==> src/rtl/down_counter_timer.sv <==
// Loadable down-counting timer: decrements once per prescaled tick, pulses done on expiry, optional auto-reload.
// done is registered and appears the cycle after the expiring tick; start-to-done is N*(prescale+1) cycles.
module down_counter_timer #(
    parameter int WIDTH = 32,
    parameter int PRE_W = 8
) (
    input  logic             clk,
    input  logic             rst,
    input  logic             load,
    input  logic [WIDTH-1:0] load_val,
    input  logic             start,
    input  logic             stop,
    input  logic             auto_reload,
    input  logic [PRE_W-1:0] prescale,
    output logic [WIDTH-1:0] count,
    output logic             busy,
    output logic             done,
    output logic [7:0]       expire_cnt
);

    typedef enum logic [1:0] {
        IDLE  = 2'd0,
        RUN   = 2'd1,
        PAUSE = 2'd2
    } state_t;

    state_t           state;
    state_t           state_nxt;
    logic [WIDTH-1:0] reload_reg;
    logic [PRE_W-1:0] presc;
    logic             tick;
    logic             expire;
    logic             can_start;

    // load and stop both suppress the tick, so a loaded or paused cycle never decrements.
    // >= keeps a live reduction of prescale from stranding the prescaler above the compare value.
    always_comb begin
        tick      = (state == RUN) && !load && !stop && (presc >= prescale);
        expire    = tick && (count == WIDTH'(1));
        can_start = start && !stop && (load ? (load_val != '0) : (count != '0));
    end

    always_ff @(posedge clk or posedge rst) begin
        if (rst) begin
            state <= IDLE;
        end else begin
            state <= state_nxt;
        end
    end

    always_comb begin
        state_nxt = state;
        case (state)
            IDLE, PAUSE: begin
                if (can_start) begin
                    state_nxt = RUN;
                end
            end
            RUN: begin
                if (load) begin
                    if (load_val == '0) begin
                        state_nxt = IDLE;
                    end
                end else if (stop) begin
                    state_nxt = PAUSE;
                end else if (tick && ((count == '0) || ((count == WIDTH'(1)) && !auto_reload))) begin
                    state_nxt = IDLE;
                end
            end
            default: state_nxt = IDLE;
        endcase
    end

    always_comb begin
        busy = (state == RUN);
    end

    always_ff @(posedge clk or posedge rst) begin
        if (rst) begin
            count      <= '0;
            reload_reg <= '0;
            presc      <= '0;
            done       <= 1'b0;
            expire_cnt <= '0;
        end else begin
            if (load) begin
                count      <= load_val;
                reload_reg <= load_val;
                presc      <= '0;
            end else if (tick) begin
                presc <= '0;
                if (count > WIDTH'(1)) begin
                    count <= count - WIDTH'(1);
                end else if (count == WIDTH'(1)) begin
                    count <= auto_reload ? reload_reg : '0;
                end
            end else if ((state == RUN) && !stop) begin
                presc <= presc + PRE_W'(1);
            end

            done <= expire;
            if (expire && (expire_cnt != 8'hFF)) begin
                expire_cnt <= expire_cnt + 8'd1;
            end
        end
    end

endmodule

==> config.mk <==
export PLATFORM = sky130hd
export DESIGN_NAME = down_counter_timer
export DESIGN_NICKNAME = d
export VERILOG_FILES = /design/src/rtl/down_counter_timer.sv
export SDC_FILE = /design/constraint.sdc
export NUM_CORES = 1
export LEC_CHECK = 0
export BUFFER_PORTS_ARGS = -buffer_cell sky130_fd_sc_hd__buf_2
export CAP_MARGIN = 20
export CORE_UTILIZATION = 50
export CTS_BUF_LIST = sky130_fd_sc_hd__clkbuf_2
export DETAILED_ROUTE_END_ITERATION = 7
export PLACE_DENSITY = 0.77
export RECOVER_POWER = 100
export SLEW_MARGIN = 15
export SYNTH_ARGS = -nofsm -noshare
export SYNTH_HDL_FRONTEND = slang
export SYNTH_SLANG_ARGS = --single-unit
==> constraint.sdc <==
create_clock -name clk -period 3.3 [get_ports clk]
set_clock_uncertainty 0.1 [all_clocks]
set_input_delay 0.33 -clock clk [delete_from_list [all_inputs] [get_ports clk]]
set_output_delay 0.33 -clock clk [all_outputs]
set_load 0.02 [all_outputs]
==> Word level (Yosys, flattened, before mapping) <==
Cells that the tools add are included.
Widths: inputs -> output; s select.
{ "op_classes": {"n_mux": 15, "n_eq_ne": 7, "order_cmp": 2, "n_addsub": 3, "reduce_logical": 25} }
{ "ops": {"columns": ["cell", "n"], "rows": [
  ["$mux 32", 5],
  ["$logic_not 32->1", 2],
  ["$reduce_bool 32->1", 2],
  ["$eq 32x1->1 const B", 1],
  ["$gt 32x1->1 const B", 1],
  ["$sub 32x1->32 const B", 1],
  ["$mux 8", 3],
  ["$add 8x1->8 const B", 2],
  ["$logic_and 1x1->1", 10],
  ["$mux 2", 5],
  ["$ge 8x8->1", 1],
  ["$ne 8x8->1 const B", 1],
  ["$reduce_bool 3->1", 2],
  ["$ne 4x3->1 const B", 1],
  ["$pmux 2 s2", 1],
  ["$logic_not 1->1", 3],
  ["$ne 3x2->1 const B", 1],
  ["$reduce_and 3->1", 1],
  ["$eq 2x1->1 const B", 1],
  ["$eq 2x2->1 const B", 1],
  ["$logic_not 2->1", 1],
  ["$ne 2x2->1 const B", 1],
  ["$reduce_and 2->1", 1],
  ["$reduce_bool 2->1", 1],
  ["other kinds (3)", 3]
]} }
{ "totals": {"ff_bits": 83, "wordCells": 58, "output_inout_bits": 42, "input_bits": 46} }

==> Depth between registers and ports, before layout <==
Gate-level depths: netlist of run 1.
{ "logic_depth": {"depth_word": 9, "ltp_mapped": 10, "ltp_nobuf": 8} }

==> Least setup slack after synthesis of run 1 <==
Ideal clock, no wire load.
{ "synth_timing": {"kind": "reg-to-reg", "startpoint": "register presc[0]", "endpoint": "register count[3]", "path_slack_ps": 744, "stages_incl_launch_ff": 11, "arrival_ps": 2362, "t_required_ps": 3106, "setup_ps": 94, "path_cell_list": "dfrtp_1 -> inv_1 -> ha_1 -> nand2b_1 -> a2111oi_0 -> o31a_1 -> or3_1 -> buf_2 -> buf_4 -> o21ai_1 -> a211oi_1"} }
{ "synth_between": {"elab_chain_cells": 4} }
{ "synth_rtl": {"columns": ["item", "line", "source"], "rows": [
  ["start, declared", "30", "logic [PRE_W-1:0] presc;"],
  ["start signal, assigned", "98", "presc <= presc + PRE_W'(1);"],
  ["$ge 8x8->1", "38", "tick = (state == RUN) && !load && !stop && (presc >= prescale);"],
  ["$logic_and 1x1->1", "38", null],
  ["$reduce_bool 2->1 (no source line)", null, null],
  ["$reduce_and 2->1 (no source line)", null, null],
  ["end signal, assigned", "87", "count <= load_val;"],
  ["end signal, assigned", "93", "count <= count - WIDTH'(1);"],
  ["end signal, assigned", "95", "count <= auto_reload ? reload_reg : '0;"],
  ["end, declared", "15", "output logic [WIDTH-1:0] count,"]
]} }
No other way between the ends.
A chain may end at the register's enable or synchronous reset.

==> Worst setup path in the final report of run 1 <==
{ "layout_timing": {"startpoint": "register presc[0]", "endpoint": "register count[28]"} }
The elaborated chain is that of the path after synthesis.

==> impl_metrics.prom, run 1 <==
# TYPE chip_impl_metric gauge
chip_impl_info{name="run_status",value="finished, violations left"} 1
chip_impl_info{name="violated_checks",value="max-capacitance violations, max-slew violations"} 1
chip_impl_metric{name="timing.max_slew.rel_slack",unit="%"} -52.3
chip_impl_info{name="cts_root_buf",value="sky130_fd_sc_hd__clkbuf_2"} 1
chip_impl_metric{name="max_slew.worst_pin.slew",unit="ns"} 2.28
chip_impl_info{name="worst_hold_path_type",value="in2reg"} 1
chip_impl_metric{name="cts_buffer_depth",unit=""} 2
chip_impl_metric{name="antenna_violations_before_repair",unit=""} 0
chip_impl_metric{name="syn_to_final_growth",unit="%"} 18.7
chip_impl_info{name="unrepaired_setup_endpoints_after_global_routing",value="false"} 1
chip_impl_metric{name="gp_congestion",unit=""} 0.895
chip_impl_metric{name="cts.sink_count",unit=""} 83
chip_impl_metric{name="max_cap_violations",unit=""} 2
chip_impl_metric{name="holdBufCountCts",unit=""} 33
chip_impl_metric{name="cts-buffers-inserted",unit=""} 9
chip_impl_metric{name="remaining_design_rule_violation_count",unit=""} 0
chip_impl_metric{name="die_w",unit="microns"} 102
chip_impl_metric{name="crit_arrival",unit="ns"} 3.35
chip_impl_metric{name="n_antenna_cell",unit=""} 0
chip_impl_metric{name="floorplan.rows",unit=""} 36
chip_impl_metric{name="timing.reg2reg.setup_slack",unit="ns"} 0.27
chip_impl_metric{name="setup-tns-final",unit="ns"} 0
chip_impl_metric{name="number_of_flops_mapped_to_enable_cells_by_yosys",unit=""} 0
chip_impl_metric{name="synthCells",unit=""} 577
chip_impl_metric{name="placement.io_buffers",unit=""} 87
chip_impl_metric{name="fin_crit_sh",unit="%"} 91.7
chip_impl_metric{name="final-max-slew-violation-count",unit=""} 141
chip_impl_info{name="synth_commonest_cells",value="sky130_fd_sc_hd__dfrtp_1 (83), sky130_fd_sc_hd__nand2_1 (70), sky130_fd_sc_hd__nor2_1 (44), sky130_fd_sc_hd__inv_1 (39), sky130_fd_sc_hd__a21oi_1 (36)"} 1
chip_impl_metric{name="netlist-cell-type-count",unit=""} 60
chip_impl_metric{name="total_power",unit="uW"} 2240
chip_impl_metric{name="critical_path.max_fanout",unit=""} 14
chip_impl_metric{name="clock.fmax",unit="MHz"} 330
chip_impl_info{name="synth_flop_cell",value="sky130_fd_sc_hd__dfrtp_1"} 1
chip_impl_metric{name="synth_top_area_share",unit="%"} 41.8
chip_impl_metric{name="postSynthAreaPerCell",unit="sq um"} 8.61
chip_impl_metric{name="layout_min_cycle_time",unit="ns"} 3.03
chip_impl_metric{name="number_of_levels_in_the_clock_h_tree",unit=""} 3
chip_impl_metric{name="clk_latency",unit="ns"} 0.55
chip_impl_metric{name="number_of_global_route_vias_before_repair",unit=""} 4652
chip_impl_metric{name="grt_pass1_wl",unit="mm"} 23.0
chip_impl_metric{name="ys_ff_latch",unit=""} 83
chip_impl_metric{name="grt.total_usage",unit="%"} 29.0
chip_impl_metric{name="multiInputGateArea",unit="sq mm"} 0.00260
chip_impl_metric{name="place.detailed.hpwl",unit="mm"} 9.94
chip_impl_metric{name="fp.coreArea",unit="sq mm"} 0.00968
chip_impl_metric{name="yosysWarnings",unit=""} 0
chip_impl_info{name="critPathLaunchType",value="flop"} 1
chip_impl_metric{name="drt_iter0_drc",unit=""} 457
chip_impl_metric{name="setup_slack_at_placement",unit="ns"} 0.444
chip_impl_metric{name="cts_repair_resize_count",unit=""} 0
chip_impl_metric{name="n_fill_cell",unit=""} 856
chip_impl_metric{name="final_layout_size_suffix_gt1_share",unit="%"} 12.7
chip_impl_info{name="critical_path.slowest_cell",value="sky130_fd_sc_hd__a2111oi_0"} 1
chip_impl_metric{name="initial_core_utilization",unit="%"} 51.3
chip_impl_metric{name="worstPathRequired",unit="ns"} 3.62
chip_impl_metric{name="power_density",unit="mW/mm^2"} 379
chip_impl_metric{name="detail_route.first_pass.iterations",unit=""} 7
chip_impl_info{name="cp_cell_sequence",value="inv_1, ha_1, nand2b_1, a2111oi_0, o31a_1, or3_1, clkbuf_2, a21oi_1, o32ai_1"} 1
chip_impl_metric{name="grt.overflow.total",unit=""} 0
chip_impl_info{name="regToRegStartpoint",value="presc[0]"} 1
chip_impl_metric{name="die_area",unit="sq mm"} 0.0103
chip_impl_metric{name="maximum_vdd_ir_drop",unit="mV"} 0.231
chip_impl_info{name="count_leader_synth",value="sky130_fd_sc_hd__dfrtp_1"} 1
chip_impl_metric{name="wire_per_inst",unit="microns"} 17.1
chip_impl_info{name="timing_worst_setup_path_type",value="reg2reg"} 1
chip_impl_metric{name="post-route-worst-setup-slack",unit="ns"} 0.274
chip_impl_metric{name="ys_seq_area_share",unit="%"} 41.8
chip_impl_metric{name="syn-cell-area",unit="sq mm"} 0.00497
chip_impl_metric{name="clkSlewWorstSetupHoldPaths",unit="ns"} 0.22
chip_impl_metric{name="die_height",unit="microns"} 102
chip_impl_info{name="netlist_top_cells_area",value="sky130_fd_sc_hd__dfrtp_1 (42%), sky130_fd_sc_hd__nand2_1 (5.3%), sky130_fd_sc_hd__a21oi_1 (3.6%), sky130_fd_sc_hd__nor2_1 (3.3%), sky130_fd_sc_hd__ha_1 (3.3%)"} 1
chip_impl_metric{name="final_wirelength",unit="mm"} 14.1
chip_impl_info{name="setup.worst_path.end",value="count[28]"} 1
chip_impl_metric{name="timing.final.setup_violations",unit=""} 0
chip_impl_metric{name="dr_total_vias",unit=""} 5039
chip_impl_metric{name="vias_per_cell",unit=""} 6.09
chip_impl_info{name="worst_r2r_endpoint",value="count[28]"} 1
chip_impl_metric{name="mappedNetlistNets",unit=""} 636
chip_impl_metric{name="grt_max_degree",unit=""} 84
chip_impl_metric{name="detail-route-antenna-nets",unit=""} 0
chip_impl_info{name="tritoncts_clock_tree",value="yes"} 1
chip_impl_metric{name="final-hold-violation-count",unit=""} 0
chip_impl_metric{name="static-leakage-power",unit="uW"} 0.00251
chip_impl_info{name="startpoint",value="presc[0]"} 1
chip_impl_info{name="synth_largest_area_cell",value="sky130_fd_sc_hd__dfrtp_1"} 1
chip_impl_metric{name="async_flop_share",unit="%"} 100
chip_impl_metric{name="hold_depth",unit=""} 3
chip_impl_info{name="setup.worst_path.end_class",value="flop"} 1
chip_impl_metric{name="num_io_pins",unit=""} 88
chip_impl_metric{name="cp_slowest_stage_delay",unit="ns"} 0.58
chip_impl_metric{name="post-cts-setup-buffers",unit=""} 0
chip_impl_metric{name="seq_area",unit="sq mm"} 0.00208
chip_impl_metric{name="finalNetCount",unit=""} 750
chip_impl_metric{name="worst_r2r_path_depth",unit=""} 9
==> where the power goes <==
group / switching [uW] / leakage, uW / internal (uW) / total [uW]
sequential: 82.2 / 0.00106 / 1100 / 1180
combinational: 345 / 0.00137 / 197 / 543
clock: 344 / 0.0000669 / 172 / 516
==> how the worst min path moves through the flow <==
stage / start / end / slack, ns
finish: load_val[5] / reload_reg[5] / 0.08
global route: load_val[5] / reload_reg[5] / 0.07
CTS: load_val[5] / reload_reg[5] / 0.02
detailed placement: rst / reload_reg[4] / 0.36
global placement: reload_reg[16] / reload_reg[16] / 0.35
floorplan: reload_reg[28] / reload_reg[28] / 0.34
==> layout make-up <==
cell class | count | area share (%)
inverters | 39 | 2.50
repair buffers | 136 | 13.7
flip-flops and latches | 83 | 35.2
clock inverters | 4 | 0.721
clock buffers | 11 | 0.934
multi-input cells | 422 | 44.1
well taps | 133 | 2.82
==> per-layer routing <==
metal	vias to the layer above	GRT usage, %	wire length, microns
met3	33	4.00	915
met4	0	14.3	367
met2	246	46.2	6780
met5	-	0	0
li1	2353	-	-
met1	2407	38.8	6080
==> critical path, delay by kind of cell, from the launching register on <==
| family | cells | cell delay [ns] |
|---|---|---|
| AOI/OAI and AO/OA | 4 | 1.35 |
| adders and majority gates | 1 | 0.27 |
| buffers and inverters | 2 | 0.41 |
| DFF | 1 | 0.46 |
| and+or+nand+nor | 2 | 0.31 |
==> kinds of logic (layout without fill, tap and decap cells) <==
logic type	after synthesis	count (layout)	share of synthesized area, %
flip-flops	83	83	41.8
adder cells (fa/ha/maj)	13	13	3.27
buffers and inverters	72	190	5.72
XOR/XNOR	12	12	2.11
AO/OA/AOI/OAI	166	166	21.8
multiplexers	7	7	1.59
AND/OR/NAND/NOR	224	224	23.7
==> per-stage QoR <==
stage | instance area [sq um] | util (%) | instances | hold WS (ns)
2_1_floorplan | 4970 | - | 577 | 0.336
5_1_grt | 5900 | 60.9 | 828 | 0.0722
3_3_place_gp | 5570 | 57.5 | 780 | 0.353
3_5_place_dp | 5570 | 57.5 | 780 | 0.357
4_1_cts | 6000 | 62.0 | 828 | 0.0197
6_report | 5900 | 60.9 | 828 | 0.0834
==> cell usage in the layout (no fill, tap or decap), types with 4 or more instances in the layout <==
cell type and count:
sky130_fd_sc_hd__dfrtp_1 83, sky130_fd_sc_hd__nand2_1 70, sky130_fd_sc_hd__clkbuf_1 49, sky130_fd_sc_hd__nor2_1 44, sky130_fd_sc_hd__buf_2 42, sky130_fd_sc_hd__inv_1 38
sky130_fd_sc_hd__o21ai_0 38, sky130_fd_sc_hd__a21oi_1 36, sky130_fd_sc_hd__dlygate4sd3_1 33, sky130_fd_sc_hd__nor3_1 19, sky130_fd_sc_hd__nand3_1 16, sky130_fd_sc_hd__nand4_1 15
sky130_fd_sc_hd__nor4_1 14, sky130_fd_sc_hd__ha_1 13, sky130_fd_sc_hd__clkbuf_2 13, sky130_fd_sc_hd__o211ai_1 12, sky130_fd_sc_hd__o21ai_1 11, sky130_fd_sc_hd__a31oi_1 10
sky130_fd_sc_hd__buf_4 10, sky130_fd_sc_hd__a211oi_1 9, sky130_fd_sc_hd__and3_1 7, sky130_fd_sc_hd__xnor2_1 7, sky130_fd_sc_hd__o32ai_1 7, sky130_fd_sc_hd__nand2b_1 6
sky130_fd_sc_hd__or3_1 6, sky130_fd_sc_hd__o31ai_1 6, sky130_fd_sc_hd__a221oi_1 6, sky130_fd_sc_hd__nor4_2 5, sky130_fd_sc_hd__xor2_1 5, sky130_fd_sc_hd__a32o_1 5
sky130_fd_sc_hd__o31a_1 4, sky130_fd_sc_hd__and4_1 4, sky130_fd_sc_hd__mux2_1 4
(Power assumes the default switching activity.)
==> run 2: changes to the inputs <==
Settings changed: CORE_UTILIZATION 50 to 43, PLACE_DENSITY 0.77 to 0.68.
==> impl_metrics.prom, run 2 (synthesis results as in run 1) <==
# TYPE chip_impl_metric gauge
chip_impl_metric{name="grt_pass1_wl",unit="mm"} 24.2
chip_impl_metric{name="max_slew.worst_pin.slew",unit="ns"} 2.07
chip_impl_metric{name="wire_per_inst",unit="microns"} 17.9
chip_impl_info{name="unrepaired_setup_endpoints_after_global_routing",value="false"} 1
chip_impl_metric{name="dr_total_vias",unit=""} 4984
chip_impl_metric{name="post-cts-setup-buffers",unit=""} 0
chip_impl_metric{name="setup_slack_at_placement",unit="ns"} 0.509
chip_impl_metric{name="floorplan.rows",unit=""} 38
chip_impl_metric{name="grt.overflow.total",unit=""} 0
chip_impl_info{name="cts_root_buf",value="sky130_fd_sc_hd__clkbuf_2"} 1
chip_impl_metric{name="timing.final.setup_violations",unit=""} 0
chip_impl_metric{name="power_frac_seq",unit="%"} 52.3
chip_impl_metric{name="final_layout_size_suffix_gt1_share",unit="%"} 13.4
chip_impl_metric{name="timing.hold.ws",unit="ns"} 0.0606
chip_impl_metric{name="initial_core_utilization",unit="%"} 45.1
chip_impl_info{name="tritoncts_clock_tree",value="yes"} 1
chip_impl_metric{name="detailed_place.area",unit="sq mm"} 0.00558
chip_impl_metric{name="cts_repair_resize_count",unit=""} 0
chip_impl_metric{name="p_comb_share",unit="%"} 24.4
chip_impl_metric{name="remaining_design_rule_violation_count",unit=""} 0
chip_impl_metric{name="final-max-slew-violation-count",unit=""} 131
chip_impl_metric{name="core_utilization_of_the_finished_layout",unit="%"} 53.7
chip_impl_metric{name="cts.sink_count",unit=""} 83
chip_impl_info{name="worst_hold_path_type",value="in2reg"} 1
chip_impl_metric{name="n_antenna_cell",unit=""} 0
chip_impl_metric{name="vias_per_cell",unit=""} 5.96
chip_impl_metric{name="p_clk_share",unit="%"} 23.3
chip_impl_metric{name="die_area",unit="sq mm"} 0.0120
chip_impl_metric{name="number_of_global_route_vias_before_repair",unit=""} 4799
chip_impl_metric{name="critical_path.max_fanout",unit=""} 12
chip_impl_metric{name="timing.max_slew.rel_slack",unit="%"} -38.1
chip_impl_metric{name="finalNetCount",unit=""} 750
chip_impl_metric{name="static-leakage-power",unit="uW"} 0.00253
chip_impl_metric{name="clock.fmax",unit="MHz"} 334
chip_impl_info{name="top_library_cells_by_usage_in_the_layout_fill_and_taps_aside",value="sky130_fd_sc_hd__dfrtp_1 (83), sky130_fd_sc_hd__nand2_1 (70), sky130_fd_sc_hd__clkbuf_1 (49)"} 1
chip_impl_metric{name="power.net_switching",unit="uW"} 785
chip_impl_metric{name="syn_to_final_growth",unit="%"} 19.3
chip_impl_metric{name="holdBufCountCts",unit=""} 33
chip_impl_info{name="critPathLaunchType",value="flop"} 1
chip_impl_info{name="timing_worst_setup_path_type",value="reg2reg"} 1
chip_impl_metric{name="layout_min_cycle_time",unit="ns"} 2.99
chip_impl_metric{name="clkSlewWorstSetupHoldPaths",unit="ns"} 0.21
chip_impl_metric{name="worstPathRequired",unit="ns"} 3.62
chip_impl_metric{name="cts-buffers-inserted",unit=""} 9
chip_impl_metric{name="switching_share",unit="%"} 34.9
chip_impl_metric{name="timing.reg2reg.setup_slack",unit="ns"} 0.31
chip_impl_metric{name="crit_arrival",unit="ns"} 3.31
chip_impl_metric{name="power_density",unit="mW/mm^2"} 379
chip_impl_metric{name="final-hold-violation-count",unit=""} 0
chip_impl_metric{name="num_io_pins",unit=""} 88
chip_impl_metric{name="internal-power",unit="uW"} 1460
chip_impl_metric{name="drt_iter0_drc",unit=""} 389
chip_impl_metric{name="final_wirelength",unit="mm"} 15.0
chip_impl_metric{name="placement.io_buffers",unit=""} 87
chip_impl_metric{name="final_area",unit="sq mm"} 0.00593
chip_impl_metric{name="post-route-worst-setup-slack",unit="ns"} 0.310
chip_impl_metric{name="die_w",unit="microns"} 110
chip_impl_info{name="setup.worst_path.end_class",value="flop"} 1
chip_impl_metric{name="antenna_violations_before_repair",unit=""} 0
chip_impl_info{name="final_common_cell",value="sky130_fd_sc_hd__dfrtp_1"} 1
chip_impl_metric{name="detail_route.first_pass.iterations",unit=""} 5
chip_impl_metric{name="maximum_vdd_ir_drop",unit="mV"} 0.207
chip_impl_info{name="violated_checks",value="max-capacitance violations, max-slew violations"} 1
chip_impl_metric{name="number_of_levels_in_the_clock_h_tree",unit=""} 3
chip_impl_metric{name="clk_latency",unit="ns"} 0.56
chip_impl_metric{name="grt_max_degree",unit=""} 84
chip_impl_metric{name="cts_buffer_depth",unit=""} 2
chip_impl_metric{name="place.detailed.hpwl",unit="mm"} 10.5
chip_impl_metric{name="setup-tns-final",unit="ns"} 0
chip_impl_metric{name="grt.total_usage",unit="%"} 26.5
chip_impl_metric{name="max_cap_violations",unit=""} 2
chip_impl_metric{name="gp_congestion",unit=""} 0.938
chip_impl_info{name="run_status",value="finished, violations left"} 1
chip_impl_metric{name="fin_crit_sh",unit="%"} 90.6
chip_impl_metric{name="detail-route-antenna-nets",unit=""} 0
chip_impl_metric{name="fp.coreArea",unit="sq mm"} 0.0110
chip_impl_metric{name="die_height",unit="microns"} 110
run 2: final timing paths:
check | startpoint | endpoint | cells after the start
max | presc[0] | count[2] | 10
min | load_val[5] | reload_reg[5] | 3
max reg2reg | presc[0] | count[2] | 10
min reg2reg | reload_reg[26] | reload_reg[26] | 2
max in group asynchronous | rst | count[3] | 4
min in group asynchronous | rst | count[20] | 4
run 2: routing by layer:
metal	share of wire [%]	vias up	track usage [%]
met1	43	2369	34.6
li1	-	2356	-
met4	3.3	0	13.1
met3	6.7	38	3.85
met2	47	221	43.0
met5	0	-	0
run 2: through the flow:
stage / cells / total power [uW]
finish: 836 / 2250
global route: 836 / 2360
CTS: 836 / 2270
detailed placement: 787 / 1720
global placement: 787 / 1710
floorplan: 577 / 1540
run 2: layout make-up:
type	count	area (sq um)
clock buffer	10	50.0
clock inverter	6	56.3
fill	1087	5100
inverter	39	148
multi-input combinational	422	2610
sequential	83	2080
tap	140	175
timing repair buffer	136	807
run 2: power by group through the flow:
| stage | combinational (uW) | clock, uW | sequential [uW] |
|---|---|---|---|
| 6_report | 549 | 523 | 1180 |
| 5_1_grt | 606 | 567 | 1190 |
| 4_1_cts | 563 | 536 | 1170 |
| 3_5_place_dp | 531 | 0 | 1190 |
| 3_3_place_gp | 519 | 0 | 1190 |
| 2_1_floorplan | 323 | 0 | 1220 |
run 2: critical path, cell delays in order (launching register included):
cell and delay, ns:
sky130_fd_sc_hd__dfrtp_1 0.46, sky130_fd_sc_hd__inv_1 0.09, sky130_fd_sc_hd__ha_1 0.28, sky130_fd_sc_hd__nand2b_1 0.15
sky130_fd_sc_hd__a2111oi_0 0.57, sky130_fd_sc_hd__o31a_1 0.28, sky130_fd_sc_hd__clkbuf_1 0.28, sky130_fd_sc_hd__o31ai_1 0.12
sky130_fd_sc_hd__clkbuf_2 0.28, sky130_fd_sc_hd__a21oi_1 0.19, sky130_fd_sc_hd__a31oi_1 0.07
